`src/rtl/uart_tx_arb.sv`:
```
// Two-port round-robin arbiter in front of a single UART transmitter (wr/busy protocol).
// Optional packet lock is enabled with `define UART_ARB_LOCK_EN.
module uart_tx_arb #(
  parameter int BUSY_TIMEOUT = 3
) (
  input  logic        clk,
  input  logic        resetq,
  input  logic [1:0]  req_valid,
  input  logic [15:0] req_data,
  input  logic [1:0]  req_last,
  output logic [1:0]  req_ready,
  output logic        uart_wr,
  output logic [7:0]  uart_dat,
  input  logic        uart_busy,
  output logic [1:0]  grant,
  output logic [15:0] cnt0,
  output logic [15:0] cnt1,
  output logic        fault
);

  localparam logic [1:0] IDLE      = 2'd0;
  localparam logic [1:0] ISSUE     = 2'd1;
  localparam logic [1:0] WAIT_BUSY = 2'd2;
  localparam logic [1:0] WAIT_DONE = 2'd3;

  localparam int TW = $clog2(BUSY_TIMEOUT + 1);

  logic [1:0]    state;
  logic          ptr;
  logic          owner;
  logic [TW-1:0] timer;
  logic [1:0]    win;
  logic          win_idx;

`ifdef UART_ARB_LOCK_EN
  logic lock;
`else
  logic unused_last;
  assign unused_last = ^req_last;
`endif

  always_comb begin
    win = 2'b00;
    if (req_valid[ptr])
      win[ptr] = 1'b1;
    else if (req_valid[!ptr])
      win[!ptr] = 1'b1;
`ifdef UART_ARB_LOCK_EN
    // Mid-packet only the owner may be granted, even while it has nothing to send.
    if (lock) begin
      win = 2'b00;
      win[owner] = req_valid[owner];
    end
`endif
  end

  assign win_idx   = win[1];
  assign req_ready = (resetq && state == IDLE) ? win : 2'b00;
  assign uart_wr   = (state == ISSUE) && !uart_busy;

  always_comb begin
    grant = 2'b00;
    if (resetq) begin
      if (state == IDLE)
        grant = win;
      else
        grant = owner ? 2'b10 : 2'b01;
    end
  end

  always_ff @(posedge clk or negedge resetq) begin
    if (!resetq) begin
      state    <= IDLE;
      ptr      <= 1'b0;
      owner    <= 1'b0;
      timer    <= '0;
      uart_dat <= 8'h00;
      cnt0     <= 16'h0000;
      cnt1     <= 16'h0000;
      fault    <= 1'b0;
`ifdef UART_ARB_LOCK_EN
      lock     <= 1'b0;
`endif
    end else begin
      case (state)
        IDLE: begin
          if (|win) begin
            uart_dat <= win_idx ? req_data[15:8] : req_data[7:0];
            owner    <= win_idx;
            state    <= ISSUE;
`ifdef UART_ARB_LOCK_EN
            if (req_last[win_idx]) begin
              lock <= 1'b0;
              ptr  <= !win_idx;
            end else begin
              lock <= 1'b1;
            end
`else
            ptr      <= !win_idx;
`endif
          end
        end
        ISSUE: begin
          if (!uart_busy) begin
            timer <= '0;
            state <= WAIT_BUSY;
            if (owner)
              cnt1 <= cnt1 + 16'd1;
            else
              cnt0 <= cnt0 + 16'd1;
          end
        end
        WAIT_BUSY: begin
          if (uart_busy) begin
            state <= WAIT_DONE;
          end else if (timer == TW'(BUSY_TIMEOUT - 1)) begin
            fault <= 1'b1;
            state <= IDLE;
          end else begin
            timer <= timer + TW'(1);
          end
        end
        WAIT_DONE: begin
          if (!uart_busy)
            state <= IDLE;
        end
        default: state <= IDLE;
      endcase
    end
  end

endmodule

```
`config.mk`:
```
export PLATFORM = sky130hd
export DESIGN_NAME = uart_tx_arb
export DESIGN_NICKNAME = d
export VERILOG_FILES = /design/src/rtl/uart_tx_arb.sv
export SDC_FILE = /design/constraint.sdc
export NUM_CORES = 1
export LEC_CHECK = 0
export ABC_AREA = 1
export ABC_CLOCK_PERIOD_IN_PS = 2100
export CAP_MARGIN = 20
export CORE_MARGIN = 2
export CORE_UTILIZATION = 35
export CTS_BUF_LIST = sky130_fd_sc_hd__clkbuf_16
export DETAILED_ROUTE_END_ITERATION = 7
export HOLD_SLACK_MARGIN = 0.12
export RECOVER_POWER = 50
export SLEW_MARGIN = 20
export SYNTH_ARGS = -nofsm -noshare
export SYNTH_HDL_FRONTEND = slang
export SYNTH_SLANG_ARGS = --single-unit
export TNS_END_PERCENT = 50
```
`constraint.sdc`:
```
create_clock -name clk -period 2.1 [get_ports clk]
set_clock_uncertainty 0.15 [all_clocks]
set_input_delay 0.525 -clock clk [delete_from_list [all_inputs] [get_ports clk]]
set_output_delay 0.525 -clock clk [all_outputs]
set_load 0.02 [all_outputs]
```
==> results.md <==
* # setup viols final at 0
* Status: finished, final reports clean
* Async S/R FF share, synth at 100%
* Tightest Pin Transition at 0.593 ns
* Register share of total power at 35.2%
* Post-synthesis simple-gate area fraction at 33.9%
* Die ar. at 7650 sq um
* DPL Wire Length at 4.10 mm
* Clock latency on the worst-skew pair at 0.28 ns
* # diodes at 0
* GRT Util Overall at 15.3%
* Clock Sink Count at 47
* Core footprint at 6760 sq um
* Initial Util at 36.1%
* Highest clock rate at 0.481 GHz
* Vias at 2,134
* Die H at 87.5 microns
* Synthesized Nets at 317
* Final Non-Filler Cells at 466
* Endpoints failing hold at 0
* Max VDD drop at 515 uV
* Iteration-0 DRC Markers at 42
* Die width at 87.5 microns
* Fraction of layout cells with a size suffix above 1 at 18.1%
* Clk root buf: clkbuf_16
* Synth top area cells: dfrtp_1 48%, nand2_1 14%, nand3_1 5.5%
* Main combinational cell family by area after synthesis: simple AND/OR/NAND/NOR gates
* Comb power frac at 39.8%
* Internal power at 2.33 mW
* Yosys cell types at 24
* First-pass GRT wire length at 9.25 mm
* Register clock-pin slew on the reported worst setup and hold paths at 0.06 ns
* Adder-cell share of the synthesized area at 1.54%
* Syn Inst Count at 291
* CP required at 1.42 ns
* Total wire length at 5.36 mm
* Final Wtd Congestion at 0.753
* H-tree levels at 2
* Share of the synthesized area in the top cell type at 48.3%
* CP Max Fanout at 3
* Relative slew slack at 60.5%
* Most common cell in the netlist: nand2_1
* Worst Path Class, Setup: in -> out
* Crit path time final at 2.08 ns
* Synth warnings at 0
* RSZ-0062 raised after global routing: yes
* WL per Instance at 11.5 microns
* XOR/XNOR Fraction of Synth Area at 7.55%
* Fin crit share at 99.0%
* Setup crit end kind: output pin
* # port buffers at 66
* DRC errors left at 0
* TritonCTS clock tree: built
* P_sw at 1.27 mW
* Worst hold margin at 0.246 ns
* Largest net degree at the start of global routing at 48
* Max Slew Vio Count at 0
* Mux share of post-synthesis cell area at 0%
* Syn_area_per_cell at 8.38 sq um
* Power density cells at 1020 nW/um^2
* EDFF count, synth at 0
* Power Total at 3.60 mW
* Top post-synthesis cells by count: 88 x nand2_1, 47 x dfrtp_1, 35 x inv_1, 27 x nand3_1, 27 x nor2_1
* Avg Vias per Cell at 4.58
* Syn Std Cell Area at 2440 sq um
* Net count, final at 411
* Setup tns final at 0 ns
* FF+latch count, synth at 47
* Post-synth top flop: dfrtp_1
* Rows at 30
* CP startpoint kind: primary input
* Area grow syn2layout at 44.9%
* Pleak at 1.75 nW
* Register area share after synthesis at 48.3%
* TritonCTS Buffers at 5
* Initial antenna violation count at 0
* Hold/Removal Path Class: in -> async
* Pre-CTS setup slack at -0.728 ns
* 1st-pass router iterations at 4
* Crit path DAT at 1.40 ns
* Max clock buf depth at 2
* Total of max-cap violations at 0
* Layout fillers at 678
* Antenna violation net count after detailed routing at 0
* Worst Slack Setup Final at 0.0219 ns
* Synth Area in Compound Gates at 2.46%
* Synth area leader: dfrtp_1
* Clock share of power at 25.0%
* Net Sw Frac at 35.4%
* I/O Pins at 69
* Grt total ovfl at 0
* Placed cell count at 453
* Vias in the first global route at 2,098
final cells by class:
| cell class | instances | area (sq um) | area share [%] |
|---|---|---|---|
| multi-input combinational | 204 | 1130 | 32.1 |
| clock buffer | 5 | 125 | 3.54 |
| tap | 80 | 100 | 2.83 |
| timing repair buffer | 87 | 802 | 22.7 |
| sequential | 47 | 1180 | 33.3 |
| clock inverter | 3 | 43.8 | 1.24 |
| inverter | 40 | 153 | 4.32 |
metrics by stage:
stage,instance area [sq um],util (%)
detailed placement,3310,49.0
global placement,3310,49.0
floorplan,2440,-
finish,3530,52.3
global route,3530,52.3
CTS,3510,52.0
power groups by stage:
stage	clock network, mW	logic [mW]	registers [mW]
4_1_cts	0.928	1.44	1.27
5_1_grt	0.956	1.57	1.30
3_5_place_dp	0	1.41	1.28
3_3_place_gp	0	1.38	1.27
6_report	0.899	1.43	1.27
2_1_floorplan	0	0.567	1.45
repair_timing:
item / CTS / global route
hold buffers: 0 / 0
pin swaps: 3 / 2
setup buffers: 5 / 0
setup endpoints to repair: 5 / 6
gates resized for setup: 28 / 9
worst max-delay path, stage by stage:
cell and delay [ns]:
dlygate4sd2_1 0.25, a21oi_2 0.13, inv_2 0.05, nor2_2 0.11, inv_2 0.06, o22ai_2 0.12
buf_6 0.14
cell families (layout without fill, tap and decap cells):
group / after synthesis / in the layout
AND/OR/NAND/NOR: 170 / 170
flip-flops: 47 / 47
buffers and inverters: 40 / 135
XOR/XNOR: 21 / 21
AO/OA/AOI/OAI: 10 / 10
adder cells (fa/ha/maj): 3 / 3
sequential cells by signal, summed over array words and instances (netlist names):
register and count:
owner 1, ptr 1, state 2, uart_dat 8
timer 2, fault 1, cnt1 16, cnt0 16
final timing paths:
check / start / endpoint / slack [ns] / depth (start not counted)
setup / recovery: req_valid[0] / grant[1] / 0.02 / 7
hold / removal: resetq / timer[1]$_DFFE_PN0P_ / 0.25 / 2
setup reg to reg: ptr$_DFFE_PN0P_ / uart_dat[7]$_DFFE_PN0P_ / 0.31 / 12
hold reg to reg: fault$_DFFE_PN0P_ / fault$_DFFE_PN0P_ / 0.33 / 1
max in group asynchronous: resetq / cnt1[5]$_DFFE_PN0P_ / 1.16 / 2
min in group clk: fault$_DFFE_PN0P_ / fault$_DFFE_PN0P_ / 0.33 / 1
placed cells by master, fill, tap and decap left out, drive strengths merged:
cell and n:
nand2 94, clkdlybuf4s50 57, dfrtp 47, inv 38, nor2 38, nand3 28, buf 26, xor2 13
xnor2 8, nand4 7, clkbuf 6, clkinv 4, a21oi 4, o21ai 3, ha 3, o22ai 2
nor3 2, dlygate4sd2 2, a31o 1, nand3b 1, bufinv 1, dlymetal6s2s 1
metal layers:
metal,up-vias,global-route usage (%),part of all wire [%]
met5,-,0,0
met4,0,4.62,1.4
met3,6,3.51,4.4
met2,45,26.7,48
met1,995,18.9,46
li1,1088,-,-
No activity file was read; power rests on OpenSTA's default activity.
